<file path="config.mk">
export PLATFORM = sky130hd
export DESIGN_NAME = murmur3_stream
export DESIGN_NICKNAME = d
export VERILOG_FILES = /design/src/rtl/murmur3_stream.sv
export SDC_FILE = /design/constraint.sdc
export NUM_CORES = 2
export LEC_CHECK = 0
export CAP_MARGIN = 5
export CORE_MARGIN = 3
export CORE_UTILIZATION = 66
export CTS_BUF_LIST = sky130_fd_sc_hd__clkbuf_16
export CTS_CLUSTER_SIZE = 28
export DETAILED_ROUTE_END_ITERATION = 8
export PLACE_DENSITY = 0.89
export SETUP_SLACK_MARGIN = 0.2
export SYNTH_ARGS = -nofsm -noshare
export SYNTH_HDL_FRONTEND = slang
export SYNTH_SLANG_ARGS = --single-unit
</file>
<file path="constraint.sdc">
create_clock -name clk -period 9.85 [get_ports clk]
set_clock_uncertainty 0.15 [all_clocks]
set_input_delay 2.955 -clock clk [delete_from_list [all_inputs] [get_ports clk]]
set_output_delay 2.955 -clock clk [all_outputs]
set_load 0.01 [all_outputs]
</file>
<file path="src/rtl/murmur3_stream.sv">
// murmur3_stream: sequential MurmurHash3 (x86_32) over a message streamed
// as little-endian 32-bit words. Body words and the tail are mixed as they
// are accepted, then the byte length is folded in and fmix32 runs over
// three cycles. Only one message is in flight at a time.
//
// Handshake: a beat transfers on a rising edge where s_valid && s_ready,
// and a result transfers on a rising edge where m_valid && m_ready. Once
// m_valid rises, m_valid and m_hash hold until the result transfers. A
// source may keep s_valid high while s_ready is low.
module murmur3_stream #(
   parameter int LEN_W = 32
) (
   input  logic        clk,
   input  logic        rst_n,
   input  logic [31:0] seed,
   input  logic        s_valid,
   output logic        s_ready,
   input  logic [31:0] s_data,
   input  logic [2:0]  s_bytes,
   input  logic        s_last,
   output logic        m_valid,
   input  logic        m_ready,
   output logic [31:0] m_hash
);

   localparam logic [31:0] C1    = 32'hCC9E2D51;
   localparam logic [31:0] C2    = 32'h1B873593;
   localparam logic [31:0] F1    = 32'h85EBCA6B;
   localparam logic [31:0] F2    = 32'hC2B2AE35;
   localparam logic [31:0] H_ADD = 32'hE6546B64;

   typedef enum logic [2:0] {
      ST_FIRST,
      ST_BODY,
      ST_FIN0,
      ST_FIN1,
      ST_FIN2,
      ST_DONE
   } state_t;

   state_t             state_q, state_d;
   logic [31:0]        h_q, h_d;
   logic [LEN_W-1:0]   len_q, len_d;
   logic               m_valid_q, m_valid_d;
   logic [31:0]        m_hash_q, m_hash_d;

   logic               beat;
   logic [2:0]         n;
   logic [31:0]        mask;
   logic [31:0]        h_in;
   logic [31:0]        k1, k2, k3;
   logic [31:0]        hx, hr, hb;
   logic [31:0]        h_mix;
   logic [LEN_W-1:0]   len_base;
   logic [31:0]        f0a, f0b, f1a, f1b, f2a, f2b;

   assign s_ready = (state_q == ST_FIRST) || (state_q == ST_BODY);
   assign beat    = s_valid && s_ready;
   assign m_valid = m_valid_q;
   assign m_hash  = m_hash_q;

   // Per-beat body/tail mix of the incoming word into the running hash.
   always_comb begin
      n = 3'd4;
      if (s_last && (s_bytes < 3'd4)) n = s_bytes;
      case (n)
         3'd1:    mask = 32'h0000_00FF;
         3'd2:    mask = 32'h0000_FFFF;
         3'd3:    mask = 32'h00FF_FFFF;
         default: mask = 32'hFFFF_FFFF;
      endcase
      h_in = (state_q == ST_FIRST) ? seed : h_q;
      k1   = (s_data & mask) * C1;
      k2   = {k1[16:0], k1[31:17]};
      k3   = k2 * C2;
      hx   = h_in ^ k3;
      hr   = {hx[18:0], hx[31:19]};
      hb   = hr * 32'd5 + H_ADD;
      if (n == 3'd4)      h_mix = hb;
      else if (n == 3'd0) h_mix = h_in;
      else                h_mix = hx;
      len_base = (state_q == ST_FIRST) ? '0 : len_q;
   end

   // fmix32 stages, one per finalisation state.
   always_comb begin
      f0a = h_q ^ 32'(len_q);
      f0b = f0a ^ (f0a >> 16);
      f1a = h_q * F1;
      f1b = f1a ^ (f1a >> 13);
      f2a = h_q * F2;
      f2b = f2a ^ (f2a >> 16);
   end

   // Next-state logic for the sequencer and all datapath registers.
   always_comb begin
      state_d   = state_q;
      h_d       = h_q;
      len_d     = len_q;
      m_valid_d = m_valid_q;
      m_hash_d  = m_hash_q;
      case (state_q)
         ST_FIRST, ST_BODY: begin
            if (beat) begin
               h_d     = h_mix;
               len_d   = len_base + LEN_W'(n);
               state_d = s_last ? ST_FIN0 : ST_BODY;
            end
         end
         ST_FIN0: begin
            h_d     = f0b;
            state_d = ST_FIN1;
         end
         ST_FIN1: begin
            h_d     = f1b;
            state_d = ST_FIN2;
         end
         ST_FIN2: begin
            h_d       = f2b;
            m_hash_d  = f2b;
            m_valid_d = 1'b1;
            state_d   = ST_DONE;
         end
         ST_DONE: begin
            if (m_ready) begin
               m_valid_d = 1'b0;
               state_d   = ST_FIRST;
            end
         end
         default: state_d = ST_FIRST;
      endcase
   end

   // State registers; asynchronous reset discards any partial message.
   always_ff @(posedge clk or negedge rst_n) begin
      if (!rst_n) begin
         state_q   <= ST_FIRST;
         h_q       <= '0;
         len_q     <= '0;
         m_valid_q <= 1'b0;
         m_hash_q  <= '0;
      end else begin
         state_q   <= state_d;
         h_q       <= h_d;
         len_q     <= len_d;
         m_valid_q <= m_valid_d;
         m_hash_q  <= m_hash_d;
      end
   end

endmodule

</file>
==> reports/metrics.cfg <==
[critical_path]
cp_max_fo=8
cpPeakStageDelay_ps=560
worstSetupPathType=input pin to register
reg2reg_depth=22
crit_path_frequent_cell=fa_1
required_ps=9940
cp.arrival_ps=18240
cp_slowest_cell=fa_1
crit_path_end_kind=register
cp-start-kind=input pin

[floorplanning]
start_util_pct=67.1
rows=91
core_um2=62100
fp.dieH_um=257
ioPinCount=106
dieArea_um2=66100
die_w_um=257

[placed_design]
dp_hpwl_um=129000
portBuffers=105
gp_congestion=1.10

[timing]
period_needed_ps=18150
hold_slack_ps=331
hold_viol_final=0
maxSlewHeadroom_pct=7.70
rsz0062_at_grt=yes
final-max-slew-violation-count=0
setup-violations-final=32
fmax_mhz=55.1
worst_pin_slew_ps=1370
min_period_over_period_pct=184
setup_slack_ps=-8300

[synth]
syn_avg_cell_area_um2=9.46
yosysSeqAreaShare_pct=6.01
syn_nets=5951
synth_edf_count=0
synth_warnings=0
netlist_instances=4400
ys_types=94
synthArstFlopShare_pct=100
ys.flop_type=dfrtp_1
syn_area_um2=41600
ys_seq_elements=100

[routing]
drt_iter0_drc=3744
vias=36400
drtAntennaViolNets=0
first_pass_iters=7
route.detailed.drc=0
wl_um=162000
routed_via_density=6.22
wire_per_inst_um=27.6

[finish]
final_nets=6551
num-fill-cells=3703
area_growth_pct=19.7
drive_above_1_share_pct=17.2

[grt]
grt_first_pass_wirelength_um=229000
grtUsageTotal_pct=46.9
gr-total-overflow=0
grt_max_degree=77
grt_pass1_vias=38200
antenna_found_initial=10

[status]
outcome=complete, but fails checks
violations=setup timing

[clock_tree]
ctsHtreeMaxLevel=3
numClockSinks=100
cts_hold_buffers=0
clock_latency_ps=370
cts-buffers-inserted=9
clock_path_buffers=2
clkTransAtPathRegs_ps=70
clock-root-buffer=clkbuf_16
cts_tree=built

[worst_hold_path]
hp-class=register to register
min_path_cells=1

[job]
drv_cap=0

-- routing by layer --
layer	part of all wire [%]	track usage [%]	vias to the layer above
met2	45	75.0	2744
met3	11	11.3	1134
met5	0.035	0	-
met4	13	39.8	4
met1	32	53.1	17500
li1	-	-	15000
-- sequential cells by signal, indices dropped and copies added, names as in the netlist --
name / cells
h_q: 32
len_q: 32
m_hash: 32
state_q: 3
m_valid: 1
-- cell families after synthesis --
group / synth area share [%]
fa+ha+maj: 57.9
buf+inv: 11.5
simple gates: 6.42
compound gates: 9.10
xor+xnor: 8.67
flops: 6.01
mux: 0.346
-- layout make-up --
| type | instances | area (um2) | area share (%) |
|---|---|---|---|
| multi-input cells | 3030 | 36100 | 72.5 |
| repair buffers | 643 | 5280 | 10.6 |
| clock inverters | 7 | 58.8 | 0.118 |
| well taps | 837 | 1050 | 2.10 |
| diodes | 7 | 17.5 | 0.0352 |
| clock buffers | 9 | 225 | 0.452 |
| inverters | 1216 | 4570 | 9.18 |
| flip-flops and latches | 100 | 2500 | 5.02 |
-- layout by cell type, fill, tap and decap left out, types with 24 or more instances in the layout --
master           count
xnor2_1            267
buf_4              507
inv_2               27
nor3_1              27
nor2_1             157
fa_1               723
clkdlybuf4s50_1    100
ha_1               673
fa_2                24
dfrtp_1            100
xor2_1              84
o21ai_0             72
nand2_1            197
nand3_1             36
a21oi_1            137
ha_4                55
a21oi_2             28
inv_1             1186
o21a_1              27
a21o_1              66
-- worst paths after layout --
| check | start | endpoint | slack (ps) |
|---|---|---|---|
| worst max-delay path | s_bytes[2] | h_q[29] | -8300 |
| worst min-delay path | m_hash[6] | m_hash[6] | 330 |
| worst max register to register | h_q[3] | h_q[22] | 510 |
| worst min register to register | m_hash[6] | m_hash[6] | 330 |
| max in group asynchronous | rst_n | len_q[28] | 5860 |
| min in group asynchronous | rst_n | m_hash[20] | 2330 |
-- stage by stage --
step / utilization, % / area (um2) / worst slack (ps) / std cells / setup TNS [ps]
after floorplan: - / 42300 / -7340 / 4400 / -208580
after global routing: 80.2 / 49800 / -8580 / 5843 / -248990
after global placement: 77.4 / 48000 / -8160 / 5784 / -241030
after detailed placement: 77.4 / 48000 / -8650 / 5784 / -254620
final: 80.3 / 49800 / -8300 / 5849 / -241990
after CTS: 78.9 / 48900 / -7930 / 5816 / -230890
-- Yosys cell counts (19+ instances only) --
library cell  instances  area share, %
inv_1              1216             11
fa_1                747             36
ha_1                732             22
xnor2_1             286            6.0
nand2_1             208            1.9
a21oi_1             165            2.0
nor2_1              164            1.5
dfrtp_1             100            6.0
o21ai_0              96            1.2
xor2_1               95            2.0
a21o_1               67            1.2
clkbuf_1             41           0.37
nand3_1              38           0.46
nor3_1               31           0.37
o21a_1               27           0.49
a211oi_1             24           0.43
nor2b_1              20           0.30
o22ai_1              19           0.29
-- timing repair --
action / CTS / global route
setup endpoints to repair: 32 / 32
buffers inserted: 16 / 26
resized for setup: 104 / 136
hold endpoints to repair: 0 / 0
pin swaps: 132 / 157
-- worst max-delay path, delay by kind of cell --
family / cells / cell delay [ps]
buffers and inverters: 11 / 1070
XOR/XNOR: 10 / 2120
adder cells (fa/ha/maj): 19 / 7860
AO/OA/AOI/OAI: 12 / 2880
AND/OR/NAND/NOR: 8 / 1320
Power is not shown: default switching activity piles up to over one toggle a cycle in this logic, so the estimate is an artifact.
